File: config.mk
export PLATFORM = sky130hd
export DESIGN_NAME = command_frame_parser
export DESIGN_NICKNAME = d
export VERILOG_FILES = /design/src/rtl/command_frame_parser.sv
export SDC_FILE = /design/constraint.sdc
export NUM_CORES = 1
export LEC_CHECK = 0
export ABC_AREA = 0
export BUFFER_PORTS_ARGS = -buffer_cell sky130_fd_sc_hd__buf_2
export CAP_MARGIN = 0
export CORE_ASPECT_RATIO = 1.25
export CORE_MARGIN = 2
export CORE_UTILIZATION = 54
export DETAILED_ROUTE_END_ITERATION = 6
export GPL_TIMING_DRIVEN = 1
export PLACE_DENSITY = 0.74
export SYNTH_ARGS = -nofsm -noshare
export SYNTH_HDL_FRONTEND = slang
export SYNTH_SLANG_ARGS = --single-unit
File: constraint.sdc
create_clock -name clk -period 2.4 [get_ports clk]
set_input_delay 0.12 -clock clk [delete_from_list [all_inputs] [get_ports clk]]
set_output_delay 0.12 -clock clk [all_outputs]
set_load 0.005 [all_outputs]
File: src/rtl/command_frame_parser.sv
// command_frame_parser: turns decoded UART characters into peripheral register writes.
// Build option CMD_CHECKSUM_EN: each frame carries a trailing zero-sum checksum byte.
`timescale 1ns/1ps
module command_frame_parser #(
  parameter int MAX_DATA = 16
) (
  input  logic       clk,
  input  logic       reset,
  input  logic       char_drdy,
  input  logic [7:0] char_data,
  input  logic       char_start,
  input  logic       char_end,
  output logic       wr_valid,
  input  logic       wr_ready,
  output logic [7:0] wr_periph,
  output logic [7:0] wr_reg,
  output logic [7:0] wr_data,
  output logic       busy,
  output logic       frame_ok,
  output logic       frame_err,
  output logic [1:0] err_code
);

`ifdef CMD_CHECKSUM_EN
  localparam int CHK = 1;
`else
  localparam int CHK = 0;
`endif
  localparam int DEPTH = MAX_DATA + CHK;
  localparam int CW = $clog2(DEPTH + 1);
  localparam int AW = (DEPTH > 1) ? $clog2(DEPTH) : 1;

  typedef enum logic [2:0] {
    S_IDLE,
    S_PERIPH,
    S_REG,
    S_DATA,
    S_REPLAY
  } state_e;

  state_e        state_q, state_d;
  logic          drdy_q;
  logic          ev;
  logic [7:0]    periph_q, periph_d;
  logic [7:0]    reg_q, reg_d;
  logic [CW-1:0] cnt_q, cnt_d;
  logic [CW-1:0] idx_q, idx_d;
  logic [CW-1:0] n_q, n_d;
  logic          ok_q, ok_d;
  logic          err_q, err_d;
  logic [1:0]    code_q, code_d;
  logic          we;
  logic          chk_ok;
  logic [7:0]    mem_q [2**AW];

  assign ev = char_drdy & ~drdy_q;

`ifdef CMD_CHECKSUM_EN
  logic [7:0] sum_q, sum_d;

  // Running sum covers periph, reg and every buffered byte incl. checksum.
  always_comb begin
    sum_d = sum_q;
    if (ev && !char_start && !char_end) begin
      if (state_q == S_PERIPH) begin
        sum_d = char_data;
      end else if (state_q == S_REG || we) begin
        sum_d = sum_q + char_data;
      end
    end
  end

  always_ff @(posedge clk) begin
    if (reset) begin
      sum_q <= 8'h00;
    end else begin
      sum_q <= sum_d;
    end
  end

  assign chk_ok = (sum_q == 8'h00);
`else
  assign chk_ok = 1'b1;
`endif

  always_comb begin
    state_d  = state_q;
    periph_d = periph_q;
    reg_d    = reg_q;
    cnt_d    = cnt_q;
    idx_d    = idx_q;
    n_d      = n_q;
    ok_d     = 1'b0;
    err_d    = 1'b0;
    code_d   = code_q;
    we       = 1'b0;
    unique case (state_q)
      S_IDLE: begin
        if (ev && char_start) begin
          state_d = S_PERIPH;
        end
      end
      S_PERIPH, S_REG, S_DATA: begin
        if (ev) begin
          if (char_start) begin
            err_d   = 1'b1;
            code_d  = 2'd1;
            state_d = S_PERIPH;
          end else if (char_end) begin
            state_d = S_IDLE;
            err_d   = 1'b1;
            code_d  = 2'd0;
            // Need at least one data byte beyond the optional checksum.
            if (state_q == S_DATA && cnt_q > CW'(CHK)) begin
              if (chk_ok) begin
                err_d   = 1'b0;
                state_d = S_REPLAY;
                idx_d   = '0;
                n_d     = cnt_q - CW'(CHK);
              end else begin
                code_d = 2'd3;
              end
            end
          end else if (state_q == S_PERIPH) begin
            periph_d = char_data;
            state_d  = S_REG;
          end else if (state_q == S_REG) begin
            reg_d   = char_data;
            cnt_d   = '0;
            state_d = S_DATA;
          end else if (cnt_q == CW'(DEPTH)) begin
            err_d   = 1'b1;
            code_d  = 2'd2;
            state_d = S_IDLE;
          end else begin
            we    = 1'b1;
            cnt_d = cnt_q + CW'(1);
          end
        end
      end
      S_REPLAY: begin
        if (wr_ready) begin
          idx_d = idx_q + CW'(1);
          if (idx_q + CW'(1) == n_q) begin
            state_d = S_IDLE;
            ok_d    = 1'b1;
          end
        end
      end
      default: state_d = S_IDLE;
    endcase
  end

  always_ff @(posedge clk) begin
    if (reset) begin
      state_q  <= S_IDLE;
      drdy_q   <= 1'b0;
      periph_q <= 8'h00;
      reg_q    <= 8'h00;
      cnt_q    <= '0;
      idx_q    <= '0;
      n_q      <= '0;
      ok_q     <= 1'b0;
      err_q    <= 1'b0;
      code_q   <= 2'd0;
    end else begin
      state_q  <= state_d;
      drdy_q   <= char_drdy;
      periph_q <= periph_d;
      reg_q    <= reg_d;
      cnt_q    <= cnt_d;
      idx_q    <= idx_d;
      n_q      <= n_d;
      ok_q     <= ok_d;
      err_q    <= err_d;
      code_q   <= code_d;
    end
  end

  always_ff @(posedge clk) begin
    if (we) begin
      mem_q[cnt_q[AW-1:0]] <= char_data;
    end
  end

  assign wr_valid  = (state_q == S_REPLAY);
  assign busy      = (state_q != S_IDLE);
  assign wr_periph = wr_valid ? periph_q : 8'h00;
  assign wr_reg    = wr_valid ? reg_q + 8'(idx_q) : 8'h00;
  assign wr_data   = wr_valid ? mem_q[idx_q[AW-1:0]] : 8'h00;
  assign frame_ok  = ok_q;
  assign frame_err = err_q;
  assign err_code  = code_q;

endmodule

=== Word-level counts from Yosys, hierarchy flattened ===
Memory sizes are Yosys's and may differ from the RTL's. A register that Yosys moved wholly into a read port is not among the register bits.
Cells that the tools add are included.

* Bits in writable memories: 128
* Memory bits (read-only): 0
* Bits of input ports: 14
* Flip-flop bits (word level): 39
* Latch bits: 0
* Memories kept: 1

{| class="wikitable"
|+ Memory list
! memory !! depth !! width !! rd ports !! clocked after Yosys merged registers in !! wr ports !! line !! source
|-
| mem_q || 16 || 8 || 1 || 1 || 1 || 54 || <nowiki>logic [7:0] mem_q [2**AW];</nowiki>
|}

* Reductions and logical operators: 16
* Divide/modulo/power cells: 0
* Bitwise logic cells: 9
* Equality and inequality tests: 17
* Shift-type cells: 0
* Multiplexer cells: 45
* Add/sub/neg operators: 3
* $mul: 0
* Order comparisons: 1

{| class="wikitable"
|+ Operators with widths
! cell !! number
|-
| 2-to-1 mux 5 bit || 7
|-
| 2-to-1 mux 3 bit || 10
|-
| 2-to-1 mux 8 bit || 3
|-
| AND reduction 5 bit || 4
|-
| AND reduction 6 bit || 3
|-
| 2-to-1 mux 1 bit || 16
|-
| inequality test 2 bit, second input constant || 6
|-
| adder 5 x 1 -> 5 bit, second input constant || 2
|-
| 2-to-1 mux 2 bit || 5
|-
| one-hot mux 5 bit (2 select lines) || 1
|-
| one-hot mux 3 bit (3 select lines) || 1
|-
| OR reduction 3 bit || 3
|-
| adder 8 x 5 -> 8 bit || 1
|-
| 2-to-1 mux 4 bit || 2
|-
| NOT 1 bit || 8
|-
| == test 3 x 2 -> 1 bit, second input constant || 2
|-
| inequality test 3 bit, second input constant || 2
|-
| inequality test 6 bit, second input constant || 1
|-
| nonzero test 3 bit || 2
|-
| == test 5 bit || 1
|-
| == test 5 bit, second input constant || 1
|-
| greater-than comparator 5 x 1 -> 1 bit, second input constant || 1
|-
| inequality test 2 x 1 -> 1 bit, second input constant || 2
|-
| == test 3 x 1 -> 1 bit, second input constant || 1
|-
| 5 further kinds || 6
|}

=== Logic depth before layout (Yosys ltp) ===
* Word-level depth: 10
* Gate-level depth with buffers: 6
* Mapped depth without buffers: 6

=== Worst setup path after synthesis ===
OpenSTA, ideal clock, no wires.

* Kind: register to register
* Start point: reg cnt_q[0]
* End point: mem mem_q[3][0], enable pin
* Buffers on the path: 0
* Data required time: 2.017 ns
* Arrival: 2.155 ns
* Setup slack: -0.138 ns
* Stages on the path, launching flop included: 7
* Period minus slack after synthesis: 2.538 ns
* Setup time: 0.383 ns
* Cells stage by stage: dfxtp_1 inv_1 ha_1 and4bb_2 nor4b_2 nand2_1 nor3_1

* Cells in the longest elaborated chain, start to end: 10

{| class="wikitable"
|+ Ends and longest elaborated chain
! item !! line !! source
|-
| from (decl) || 46 || <nowiki>logic [CW-1:0] cnt_q, cnt_d;</nowiki>
|-
| from (signal assigned) || 171 || <nowiki>cnt_q <= cnt_d;</nowiki>
|-
| == test 5 bit || 131 || <nowiki>end else if (cnt_q == CW'(DEPTH)) begin</nowiki>
|-
| 2-to-1 mux 1 bit || 131 ||
|-
| 2-to-1 mux 1 bit || 127 || <nowiki>end else if (state_q == S_REG) begin</nowiki>
|-
| 2-to-1 mux 1 bit || 124 || <nowiki>end else if (state_q == S_PERIPH) begin</nowiki>
|-
| 2-to-1 mux 1 bit || 109 || <nowiki>end else if (char_end) begin</nowiki>
|-
| 2-to-1 mux 1 bit || 105 || <nowiki>if (char_start) begin</nowiki>
|-
| 2-to-1 mux 1 bit || 104 || <nowiki>if (ev) begin</nowiki>
|-
| 2-to-1 mux 1 bit || 97 || <nowiki>unique case (state_q)</nowiki>
|-
| 2-to-1 mux 1 bit || 181 || <nowiki>if (we) begin</nowiki>
|-
| 2-to-1 mux 1 bit (not written as such) || 182 || <nowiki>mem_q[cnt_q[AW-1:0]] <= char_data;</nowiki>
|-
| to (decl) || 54 ||
|}

Several ways; a longest one is shown, not always the timed one.

=== Worst setup path after layout ===
* Start point: reg cnt_q[1]
* End point: mem mem_q[0][2], enable pin

Same word-level chain as after synthesis.

==> reports/qor.yml <==
sta:
  finalHoldViolCount: 0
  finalClockSkew_ns: 0.01266
  fin_crit_ns: 2.256
  slew_violations: 0
  fin_setup_tns_ns: 0
  worst_pin_slew_ns: 0.5706
  worst_hold_slack_ns: 0.06965
  grt_setup_unrepaired: "no"
  setup_viol: 0
  fin_crit_sh_pct: 93.99
  max_freq_mhz: 443.3
  max_slew_margin_pct: 61.87
die:
  ios: 44
  dieArea_mm2: 0.01430
  rows: 47
  core_mm2: 0.01317
  die_h_um: 133.2
  initial_core_util_pct: 54.72
  die_w_um: 107.3
yosys:
  netlist_area_mm2: 0.007208
  synth.most_common_cell: "edfxtp_1"
  ys_warn_count: 0
  synth_top_area_share_pct: 53.32
  synth.yosys.seq_area_share_pct: 65.27
  ys_top_cells_by_count: "edfxtp_1 (128), nor2_1 (47), dfxtp_1 (43)"
  syn_avg_cell_area_um2: 15.40
  yosys.area.top_type: "edfxtp_1"
  synth_top_family_by_area: "multiplexers"
  muxShareOfSynthArea_pct: 15.14
  synthAdderAreaFrac_pct: 2.014
  yosys_register_bits: 171
  synthArstFlopShare_pct: 0
  yosys.area_share.simple_pct: 9.773
  synth_compound_area_share_pct: 4.530
  synth.distinct_cells: 58
  ys.flop_type: "edfxtp_1"
  synth.net_count: 493
  synth-edff-count: 128
  netlist_instances: 468
  synth_area_leaders: "edfxtp_1 (53%), dfxtp_1 (12%), mux4_2 (10%)"
  yosys.area_share.xor_xnor_pct: 1.458
pwr:
  seq_power_share_pct: 55.2
  p_per_area_mw_per_mm2: 692.7
  netSwitchingFraction_pct: 21.22
  clockPowerShare_pct: 43.0
  max-vdd-ir-drop_uv: 361.4
  p_leak_nw: 2.931
  power_w: 0.005768
  p_int_w: 0.004544
  p_comb_share_pct: 1.9
  p_switching_w: 0.001224
setup_path:
  end_kind: "register"
  critPathRequiredTime_ns: 2.53
  cp.arrival_ns: 2.39
  crit_buf_inv: 3
  path_depth: 8
  crit_top_cell: "buf_4"
  slowest_stage: "dfxtp_2"
  critPathKind: "register to register"
  r2r_cells: 8
  critPathLaunchType: "register"
  cp_cell_sequence: "inv_1 > ha_1 > and4bb_2 > nor4b_2 > buf_4 > nand2_1 > nor3_2 > buf_4"
  critPathMaxFanout: 8
  cp_top_family: "simple AND/OR/NAND/NOR gates"
  max_stage_delay_ns: 0.37
clock_tree:
  clockBufferDepth: 2
  clkTransAtPathRegs_ns: 0.07
  numClockSinks: 171
  cts.htree.levels: 4
  clk-insertion-delay-late_ns: 0.42
  cts_setup_buffers: 0
  numCtsBuffers: 17
  clock-root-buffer: "clkbuf_16"
  tritoncts: "built"
cells_and_area:
  final_util_pct: 63.21
  antennaDiodeCount: 0
  area_delta_synth_final_pct: 15.52
  finalNetCount: 560
  fillers: 976
  drive_gt1_share_pct: 27.37
detailed_routing:
  vias: 4223
  met2WireLength_mm: 7.877
  highest_layer: "met4"
  drc_errors: 0
  via_per_inst: 5.873
  wl_met1_mm: 5.763
  routed_wl_mm: 14.89
  routed-wl-met3_um: 780
  drt-pass1-iter-count: 5
  drt_iter0_markers: 279
  ant_nets: 0
  wire_per_inst_um: 20.71
placement:
  place.gp.congestion: 0.8415
  io_buffers: 43
  dpl.hpwl_mm: 10.10
global_routing:
  antenna_found_initial: 0
  grt_max_degree: 33
  track_usage_pct: 22.22
  overflow: 0
  grt_pass1_wl_mm: 23.03
  grt_pass1_vias: 4176
job:
  cap_violations: 0
status:
  status: "finished, final reports clean"
min_path:
  hold_depth: 3
  min_path_type: "primary input to register"
[routing by layer]
metal / vias up / GRT usage, %
li1: 1953 / -
met1: 2083 / 27.98
met2: 155 / 37.38
met3: 32 / 4.159
met4: 0 / 10.19
met5: - / 0
[metrics by stage]
step / instance area [µm²] / worst slack [ns] / std cells
final: 8327 / 0.1443 / 719
after global routing: 8327 / 0.02245 / 719
after global placement: 7766 / 0.1509 / 686
after CTS: 8318 / 0.007828 / 719
after floorplan: 7218 / -0.1363 / 468
after detailed placement: 7766 / 0.03219 / 686
[final timing paths]
kind	startpoint	endpoint	slack (ns)
min reg2reg	err_code[1]	err_code[1]	0.49
min	char_start	err_code[0]	0.07
max reg2reg	cnt_q[1]	mem_q[0][2]	0.14
max	cnt_q[1]	mem_q[0][2]	0.14
[cell type report]
class / count / area (µm²) / area share (%)
clock buffers: 17 / 425.4 / 5.109
clock inverters: 15 / 116.4 / 1.397
inverters: 5 / 18.77 / 0.2254
multi-input cells: 267 / 2387 / 28.67
flip-flops and latches: 171 / 4710 / 56.56
well taps: 171 / 214.0 / 2.569
repair buffers: 73 / 455.4 / 5.470
[worst register-to-register path, cell delays in order (launching register included)]
cell	delay [ns]
dfxtp_2	0.37
inv_1	0.08
ha_1	0.23
and4bb_2	0.27
nor4b_2	0.27
buf_4	0.18
nand2_1	0.15
nor3_2	0.21
buf_4	0.21
[power groups by stage]
stage                     logic (W)  clock network [W]  registers, W
after floorplan           0.0000403                  0       0.00324
after global placement     0.000105                  0       0.00325
after detailed placement   0.000107                  0       0.00325
after CTS                  0.000108            0.00251       0.00318
after global routing       0.000119            0.00263       0.00318
final                      0.000108            0.00248       0.00318
[state kept, by name (all words and copies together), names as in the netlist, named ones only]
name	count
frame_err	1
frame_ok	1
idx_q	5
n_q	5
periph_q	8
err_code	2
drdy_q	1
cnt_q	5
reg_q	8
mem_q	128
state_q	3
[cells in the final DEF, fill, tap and decap left out, types with 13 or more instances in the layout]
cell         n
mux4_2      32
buf_2       43
dfxtp_1     39
clkbuf_16   17
mux2i_1     37
nand2_1     13
nor2_1      47
buf_4       28
edfxtp_1   128
[what timing repair did]
item / 4_1_cts / 5_1_grt
resized for setup: 0 / 5
endpoints found under the hold margin: 1 / 0
setup endpoints to repair: 0 / 10
hold buffers: 1 / 0
[cell families (layout without fill, tap and decap cells)]
family	Yosys count	after routing
buffers and inverters	30	110
muxes	69	69
adders and majority gates	11	11
DFF	171	171
xor gates and xnor gates	12	12
AOI/OAI and AO/OA	49	49
and+or+nand+nor	126	126
Note: power is estimated with default switching activity, not from simulation.
